`src/rtl/counter_updown_mod.sv`:
```
// Configurable-width up/down modulo counter: wrap or saturate at 0/MAX_VALUE, clear, clamped load,
// registered terminal pulse, sticky boundary flag. Define COUNTER_PRESCALE_EN to divide enable by PRESCALE_DIV.
module counter_updown_mod #(
    parameter int     WIDTH        = 8,
    parameter longint MAX_VALUE    = 255,
    parameter longint RESET_VALUE  = 0,
    parameter int     PRESCALE_DIV = 4
) (
    input  logic             clock,
    input  logic             reset_n,
    input  logic             clear,
    input  logic             enable,
    input  logic             up_down,
    input  logic             saturate,
    input  logic             load,
    input  logic [WIDTH-1:0] load_value,
    output logic [WIDTH-1:0] counter_out,
    output logic             terminal,
    output logic             boundary_hit,
    output logic             at_zero
);

    localparam logic [WIDTH-1:0] MAX_V = WIDTH'(MAX_VALUE);
    localparam logic [WIDTH-1:0] RST_V = WIDTH'(RESET_VALUE);

    generate
        if (WIDTH < 2 || WIDTH > 32) begin : g_bad_width
            $error("counter_updown_mod: WIDTH must be 2..32");
        end
        if (MAX_VALUE < 64'sd1 || MAX_VALUE > ((64'sd1 <<< WIDTH) - 64'sd1)) begin : g_bad_max
            $error("counter_updown_mod: MAX_VALUE must be 1..2**WIDTH-1");
        end
        if (RESET_VALUE < 64'sd0 || RESET_VALUE > MAX_VALUE) begin : g_bad_reset
            $error("counter_updown_mod: RESET_VALUE must be 0..MAX_VALUE");
        end
        if (PRESCALE_DIV < 2 || PRESCALE_DIV > 256) begin : g_bad_prescale
            $error("counter_updown_mod: PRESCALE_DIV must be 2..256");
        end
    endgenerate

    function automatic logic [WIDTH-1:0] clamp_load(input logic [WIDTH-1:0] value);
        return (value > MAX_V) ? MAX_V : value;
    endfunction

    // Next count for one step; MAX_V rather than 2**WIDTH-1 is the wrap point.
    function automatic logic [WIDTH-1:0] step_value(input logic [WIDTH-1:0] cnt,
                                                    input logic             up,
                                                    input logic             sat);
        logic [WIDTH-1:0] nxt;
        if (up) begin
            if (cnt >= MAX_V) nxt = sat ? MAX_V : '0;
            else              nxt = cnt + WIDTH'(1);
        end else begin
            if (cnt == '0)    nxt = sat ? '0 : MAX_V;
            else              nxt = cnt - WIDTH'(1);
        end
        return nxt;
    endfunction

    logic step;
    logic at_max;
    logic boundary_step;

`ifdef COUNTER_PRESCALE_EN
    localparam int               PRE_W    = $clog2(PRESCALE_DIV);
    localparam logic [PRE_W-1:0] PRE_LAST = PRE_W'(PRESCALE_DIV - 1);

    logic [PRE_W-1:0] prescale;

    assign step = enable && (prescale == PRE_LAST);

    always_ff @(posedge clock or negedge reset_n) begin
        if (!reset_n) begin
            prescale <= '0;
        end else if (clear || load) begin
            prescale <= '0;
        end else if (enable) begin
            prescale <= (prescale == PRE_LAST) ? '0 : prescale + PRE_W'(1);
        end
    end
`else
    assign step = enable;
`endif

    assign at_zero       = (counter_out == '0);
    assign at_max        = (counter_out == MAX_V);
    assign boundary_step = step && (up_down ? at_max : at_zero);

    always_ff @(posedge clock or negedge reset_n) begin
        if (!reset_n) begin
            counter_out  <= RST_V;
            terminal     <= 1'b0;
            boundary_hit <= 1'b0;
        end else if (clear) begin
            counter_out  <= RST_V;
            terminal     <= 1'b0;
            boundary_hit <= 1'b0;
        end else if (load) begin
            counter_out  <= clamp_load(load_value);
            terminal     <= 1'b0;
        end else if (step) begin
            counter_out  <= step_value(counter_out, up_down, saturate);
            terminal     <= boundary_step;
            if (boundary_step) boundary_hit <= 1'b1;
        end else begin
            terminal     <= 1'b0;
        end
    end

endmodule
```
`config.mk`:
```
export PLATFORM = sky130hd
export DESIGN_NAME = counter_updown_mod
export DESIGN_NICKNAME = d
export VERILOG_FILES = /design/src/rtl/counter_updown_mod.sv
export SDC_FILE = /design/constraint.sdc
export NUM_CORES = 1
export LEC_CHECK = 0
export CAP_MARGIN = 20
export CORE_MARGIN = 2
export CORE_UTILIZATION = 44
export CTS_BUF_LIST = sky130_fd_sc_hd__clkbuf_16
export DETAILED_ROUTE_END_ITERATION = 8
export GPL_ROUTABILITY_DRIVEN = 0
export HOLD_SLACK_MARGIN = 0.08
export PLACE_DENSITY_LB_ADDON = 0.1
export RECOVER_POWER = 50
export SETUP_SLACK_MARGIN = 0.2
export SYNTH_ARGS = -nofsm -noshare
export SYNTH_HDL_FRONTEND = slang
export SYNTH_SLANG_ARGS = --single-unit
```
`constraint.sdc`:
```
create_clock -name clock -period 1.9 [get_ports clock]
set_input_delay 0.19 -clock clock [delete_from_list [all_inputs] [get_ports clock]]
set_output_delay 0.19 -clock clock [all_outputs]
set_load 0.05 [all_outputs]
```
==> results.sh, run 1 <==
export IMPL_tns_ns=0
export IMPL_yosys_area_top_type="dfrtp_1"
export IMPL_root_buffer="clkbuf_16"
export IMPL_clkSinkCount=10
export IMPL_grt_pass1_vias=1119
export IMPL_fin_crit_sh_pct=94.0
export IMPL_synth_most_common_cell="a21oi_1"
export IMPL_yosysUniqueCellTypes=52
export IMPL_grt_max_degree=14
export IMPL_nNetsFinal=185
export IMPL_rows=17
export IMPL_setup_viol=0
export IMPL_die_height_um=52.4
export IMPL_rsz0062_at_grt="true"
export IMPL_rrSetupSlack_ns=0.11
export IMPL_slew_violations=0
export IMPL_cts_buffers=3
export IMPL_synth_top_cells_by_count="11 x a21oi_1, 10 x dfrtp_1, 10 x inv_1"
export IMPL_drive_above_1_share_pct=34.9
export IMPL_drt_total_wl_mm=3.37
export IMPL_drtPass1Iterations=4
export IMPL_synth_edf_count=0
export IMPL_antenna_found_initial=0
export IMPL_worstPathMaxFanout=8
export IMPL_final_hold_viol_count=0
export IMPL_dp_hpwl_mm=2.35
export IMPL_cp_start_kind="flip-flop"
export IMPL_fin_total_pwr_mw=1.04
export IMPL_syn_inst=128
export IMPL_antenna_cells=0
export IMPL_synth_yosys_seq_area_share_pct=24.2
export IMPL_period_minus_slack_ns=1.79
export IMPL_clock_path_buffers=2
export IMPL_port_buffers=25
export IMPL_ir_drop_mv=0.598
export IMPL_netSwitchingFraction_pct=34.4
export IMPL_vias=1159
export IMPL_combPwrFrac_pct=37.1
export IMPL_r2r_cells=6
export IMPL_yosys_warnings=0
export IMPL_p_int_uw=680
export IMPL_track_usage_pct=27.0
export IMPL_clk_latency_ns=0.24
export IMPL_min_path_type="in2async"
export IMPL_p_sw_uw=356
export IMPL_ios=26
export IMPL_p_seq_share_pct=26.2
export IMPL_grt_pass1_wl_mm=5.32
export IMPL_timing_rr_start="counter_out[2]$_DFFE_PN0P_"
export IMPL_grt_ovfl_total=0
export IMPL_power_density_mw_per_mm2=668
export IMPL_die_x_um=52.4
export IMPL_skew_ns=0.00352
export IMPL_max_cap_violations=0
export IMPL_avgSynthCellArea_sq_um=8.06
export IMPL_clkPwrFrac_pct=36.6
export IMPL_relSlewSlack_pct=60.9
export IMPL_cts_hold_buf=0
export IMPL_crit_arrival_ns=1.93
export IMPL_wl_per_cell_um=17.4
export IMPL_start_util_pct=46.7
export IMPL_drc=0
export IMPL_status="finished, final reports clean"
export IMPL_worst_pin_slew_ns=0.589
export IMPL_via_per_inst=5.97
export IMPL_cts_max_level=1
export IMPL_required_ns=2.05
export IMPL_ys_ff_latch=10
export IMPL_async_reset_ff_share_pct=100
export IMPL_drtIter0Drc=27
export IMPL_synth_area_leaders="dfrtp_1 24%, a221oi_2 5.8%, a21oi_1 5.3%, ha_1 3.6%, inv_1 3.6%"
export IMPL_r2r_end="counter_out[0]$_DFFE_PN0P_"
export IMPL_cts_tree="yes"
export IMPL_clk_pin_slew_ns=0.04
export IMPL_syn_to_final_growth_pct=50.3
export IMPL_fill_cells=190
export IMPL_antenna_left=0
export IMPL_clock_fmax_ghz=0.560
export IMPL_yosys_most_used_dff="dfrtp_1"
export IMPL_syn_num_nets=146
export IMPL_crit_path_end_kind="flip-flop"
export IMPL_synth_top_cell_area_share_pct=24.2
export IMPL_netlist_area_sq_mm=0.00103
export IMPL_fp_dieArea_sq_mm=0.00275
export IMPL_path_class="reg2reg"
export IMPL_leakage_nw=0.688
export IMPL_core_area_sq_mm=0.00221
-- metrics by stage --
stage / utilization [%] / hold WS (ns) / cells / setup slack [ns] / instance area, sq um
detailed placement: 62.4 / 0.479 / 179 / 0.109 / 1380
floorplan: - / -0.106 / 128 / 0.0534 / 1090
global route: 70.1 / 0.403 / 194 / 0.0574 / 1550
global placement: 62.4 / 0.465 / 179 / 0.152 / 1380
CTS: 68.3 / 0.295 / 190 / 0.142 / 1510
finish: 70.1 / 0.349 / 194 / 0.114 / 1550
-- worst max path at each step --
stage / start / end / slack (ns)
after global placement: counter_out[2]$_DFFE_PN0P_ / counter_out[0]$_DFFE_PN0P_ / 0.15
final: counter_out[2]$_DFFE_PN0P_ / counter_out[0]$_DFFE_PN0P_ / 0.11
after floorplan: counter_out[0]$_DFFE_PN0P_ / boundary_hit$_DFFE_PN0P_ / 0.05
after detailed placement: counter_out[2]$_DFFE_PN0P_ / counter_out[0]$_DFFE_PN0P_ / 0.11
after global routing: counter_out[2]$_DFFE_PN0P_ / counter_out[7]$_DFFE_PN0P_ / 0.06
after CTS: counter_out[0]$_DFFE_PN0P_ / counter_out[0]$_DFFE_PN0P_ / 0.14
-- layer usage --
| layer | GRT usage (%) | vias up | part of all wire (%) |
|---|---|---|---|
| li1 | - | 559 | - |
| met1 | 34.9 | 539 | 43 |
| met2 | 42.5 | 54 | 48 |
| met3 | 4.86 | 7 | 7.0 |
| met4 | 14.1 | 0 | 2.2 |
| met5 | 0 | - | 0 |
-- cells by family after synthesis --
logic type	Yosys count	share of synthesized area, %
and+or+nand+nor	46	27.4
AOI/OAI and AO/OA	44	32.5
xor gates and xnor gates	1	0.849
adders and majority gates	3	3.64
DFF	10	24.2
buffers and inverters	22	9.45
muxes	2	1.94
-- placed cells by master (no fill, tap or decap), types with 2 or more instances in the layout --
cell type / instances
clkdlybuf4s50_1: 15
dfrtp_2: 5
buf_4: 21
nand3_1: 5
and3_1: 4
a221oi_2: 4
inv_1: 8
o21ai_1: 4
nand2_1: 8
dlygate4sd2_1: 3
a21o_1: 2
clkbuf_1: 3
nor2b_1: 2
nor2_1: 4
a31oi_1: 4
mux2i_1: 2
o22ai_1: 2
nor3_1: 3
clkbuf_16: 3
o211ai_1: 2
inv_2: 3
dfrtp_1: 5
nand2b_1: 2
and4_1: 2
nand4_1: 2
a21oi_1: 11
-- flip-flops by register name, indices dropped and copies added, names as in the netlist --
| register | count |
|---|---|
| boundary_hit | 1 |
| counter_out | 8 |
| terminal | 1 |
-- power groups by stage --
stage | logic [mW] | registers [mW] | clock network, mW
global placement | 0.339 | 0.277 | 0
CTS | 0.364 | 0.273 | 0.390
finish | 0.385 | 0.272 | 0.380
global route | 0.412 | 0.275 | 0.399
floorplan | 0.201 | 0.301 | 0
detailed placement | 0.343 | 0.278 | 0
-- area by class of cell --
type / instances / area (sq um) / area share, %
multi-input cells: 96 / 751 / 48.4
repair buffers: 45 / 387 / 24.9
flip-flops and latches: 10 / 256 / 16.5
clock buffers: 3 / 75.1 / 4.84
inverters: 11 / 43.8 / 2.82
well taps: 28 / 35.0 / 2.26
clock inverters: 1 / 3.75 / 0.242
-- repair_timing --
action / 4_1_cts / 5_1_grt
setup buffers: 7 / 4
gates resized for setup: 4 / 11
endpoints found under the setup margin: 11 / 13
pin swaps: 6 / 5
-- critical path, cell delays in order (launching register included) --
cell	delay [ns]
dfrtp_1	0.48
buf_4	0.19
nor4_4	0.24
and3b_2	0.29
or2_4	0.15
o211ai_2	0.09
a221oi_2	0.25
Note: power is estimated with default switching activity, not from simulation.
==> inputs of run 2 (changes only) <==
Settings changed: CELL_PAD_IN_SITES_DETAIL_PLACEMENT set to 0, CELL_PAD_IN_SITES_GLOBAL_PLACEMENT set to 1, CORE_ASPECT_RATIO set to 1.2, CORE_UTILIZATION 44 to 32, HOLD_SLACK_MARGIN 0.08 to not set.
==> results.sh, run 2 (synthesis results as in run 1) <==
export IMPL_status="finished, final reports clean"
export IMPL_crit_path_end_kind="flip-flop"
export IMPL_crit_end="counter_out[2]$_DFFE_PN0P_"
export IMPL_leakage_nw=0.727
export IMPL_grt_pass1_wl_mm=5.66
export IMPL_core_area_sq_mm=0.00308
export IMPL_start_util_pct=33.5
export IMPL_grt_ovfl_total=0
export IMPL_ios=26
export IMPL_root_buffer="clkbuf_16"
export IMPL_clock_fmax_ghz=0.564
export IMPL_final_cell_mix="32 x buf_4, 15 x clkdlybuf4s50_1, 11 x a21oi_1, 8 x nand2_1"
export IMPL_port_buffers=25
export IMPL_drt_total_wl_mm=3.71
export IMPL_vias=1197
export IMPL_required_ns=2.04
export IMPL_min_path_type="in2async"
export IMPL_grt_max_degree=13
export IMPL_fp_dieArea_sq_mm=0.00370
export IMPL_track_usage_pct=19.9
export IMPL_antenna_cells=0
export IMPL_rrSetupSlack_ns=0.13
export IMPL_path_class="reg2reg"
export IMPL_antenna_found_initial=0
export IMPL_timing_rr_start="counter_out[1]$_DFFE_PN0P_"
export IMPL_max_cap_violations=0
export IMPL_nNetsFinal=196
export IMPL_skew_ns=0.00280
export IMPL_r2r_end="counter_out[2]$_DFFE_PN0P_"
export IMPL_clk_pin_slew_ns=0.04
export IMPL_fin_crit_sh_pct=93.4
export IMPL_worstPathMaxFanout=5
export IMPL_wl_per_cell_um=17.4
export IMPL_r2r_cells=7
export IMPL_worst_pin_slew_ns=0.601
export IMPL_cp_startpoint="counter_out[1]$_DFFE_PN0P_"
export IMPL_grt_pass1_vias=1160
export IMPL_cts_buffers=3
export IMPL_cp_start_kind="flip-flop"
export IMPL_rsz0062_at_grt="true"
export IMPL_antenna_left=0
export IMPL_clock_path_buffers=2
export IMPL_die_x_um=55.8
export IMPL_slew_violations=0
export IMPL_rows=22
export IMPL_drtIter0Drc=32
export IMPL_power_density_mw_per_mm2=652
export IMPL_clk_latency_ns=0.24
export IMPL_setup_viol=0
export IMPL_fill_cells=305
export IMPL_drtPass1Iterations=4
export IMPL_ir_drop_mv=0.502
export IMPL_cts_max_level=1
export IMPL_relSlewSlack_pct=60.1
export IMPL_tns_ns=0
export IMPL_clkSinkCount=10
export IMPL_post_route_util_pct=52.6
export IMPL_final_hold_viol_count=0
export IMPL_die_height_um=66.2
export IMPL_top_regs="counter_out x8, boundary_hit x1, terminal x1"
export IMPL_period_minus_slack_ns=1.77
export IMPL_crit_arrival_ns=1.91
export IMPL_syn_to_final_growth_pct=57.1
export IMPL_dp_hpwl_mm=2.69
export IMPL_cts_tree="yes"
export IMPL_drc=0
export IMPL_regMostFlops="counter_out"
export IMPL_final_common_cell="buf_4"
export IMPL_drive_above_1_share_pct=39.0
export IMPL_via_per_inst=5.62
export IMPL_largest_reg_flops=8
## run 2: cell count changes in the layout (fill, tap and decap cells not counted), moves of 2 or more
cell	previous run	this run
buf_4	21	32
dfrtp_1	5	3
dfrtp_2	5	7
nor2_2	1	3
## run 2: area by class of cell
cell class,count,area [sq um],area share (%)
clock buffers,3,75.1,4.63
flip-flops and latches,10,259,16.0
multi-input cells,96,736,45.4
well taps,36,45.0,2.78
clock inverters,1,3.75,0.231
repair buffers,56,462,28.5
inverters,11,41.3,2.55
## run 2: metal layers
metal	routed length [um]	GRT usage [%]	vias to the layer above
met4	97	5.95	0
met3	132	4.11	8
li1	-	-	579
met5	0	0	-
met1	1600	23.3	572
met2	1870	36.3	38
## run 2: worst max-delay path: stages, from the launching register on
cell and delay, ns:
dfrtp_2 0.41, inv_2 0.08, ha_4 0.16, nor3b_4 0.15, and3b_2 0.24, a21oi_4 0.22
o211ai_1 0.18, a221oi_2 0.24
## run 2: worst min path at each step
stage                              from                  endpoint  slack (ns)  cells past startpoint
4_1_cts                         reset_n  boundary_hit$_DFFE_PN0P_        0.31                      1
2_1_floorplan                   reset_n  boundary_hit$_DFFE_PN0P_       -0.11                      0
6_report                        reset_n  boundary_hit$_DFFE_PN0P_        0.37                      1
3_5_place_dp   boundary_hit$_DFFE_PN0P_  boundary_hit$_DFFE_PN0P_        0.48                      1
3_3_place_gp   boundary_hit$_DFFE_PN0P_  boundary_hit$_DFFE_PN0P_        0.47                      1
5_1_grt                         reset_n  boundary_hit$_DFFE_PN0P_        0.40                      1
## run 2: timing repair
item / CTS / global route
pin swaps: 4 / 3
setup buffers: 14 / 5
hold buffers: 0 / 0
setup endpoints to repair: 13 / 11
gates resized for setup: 6 / 3
## run 2: stage by stage
step                      hold WS, ns  power, mW  worst slack, ns  cell area, sq um  cells
after CTS                       0.311       1.05            0.105              1600    208
after detailed placement        0.481      0.638           0.0687              1410    190
after global routing            0.397       1.11           0.0749              1620    213
after floorplan                -0.106      0.502           0.0534              1090    128
final                           0.366       1.06            0.126              1620    213
after global placement          0.468      0.636            0.122              1410    190
## run 2: power by group
group / total (mW) / switching (mW) / internal, mW
Clock: 0.375 / 0.0987 / 0.276
Sequential: 0.264 / 0.0330 / 0.231
Combinational: 0.418 / 0.225 / 0.194
Total: 1.06 / 0.356 / 0.700
==> inputs of run 3 (changes only) <==
Settings changed: SLEW_MARGIN set to 20.
==> results of run 3 <==
No change in the layout: final DEF, timing and power equal those of run 2.
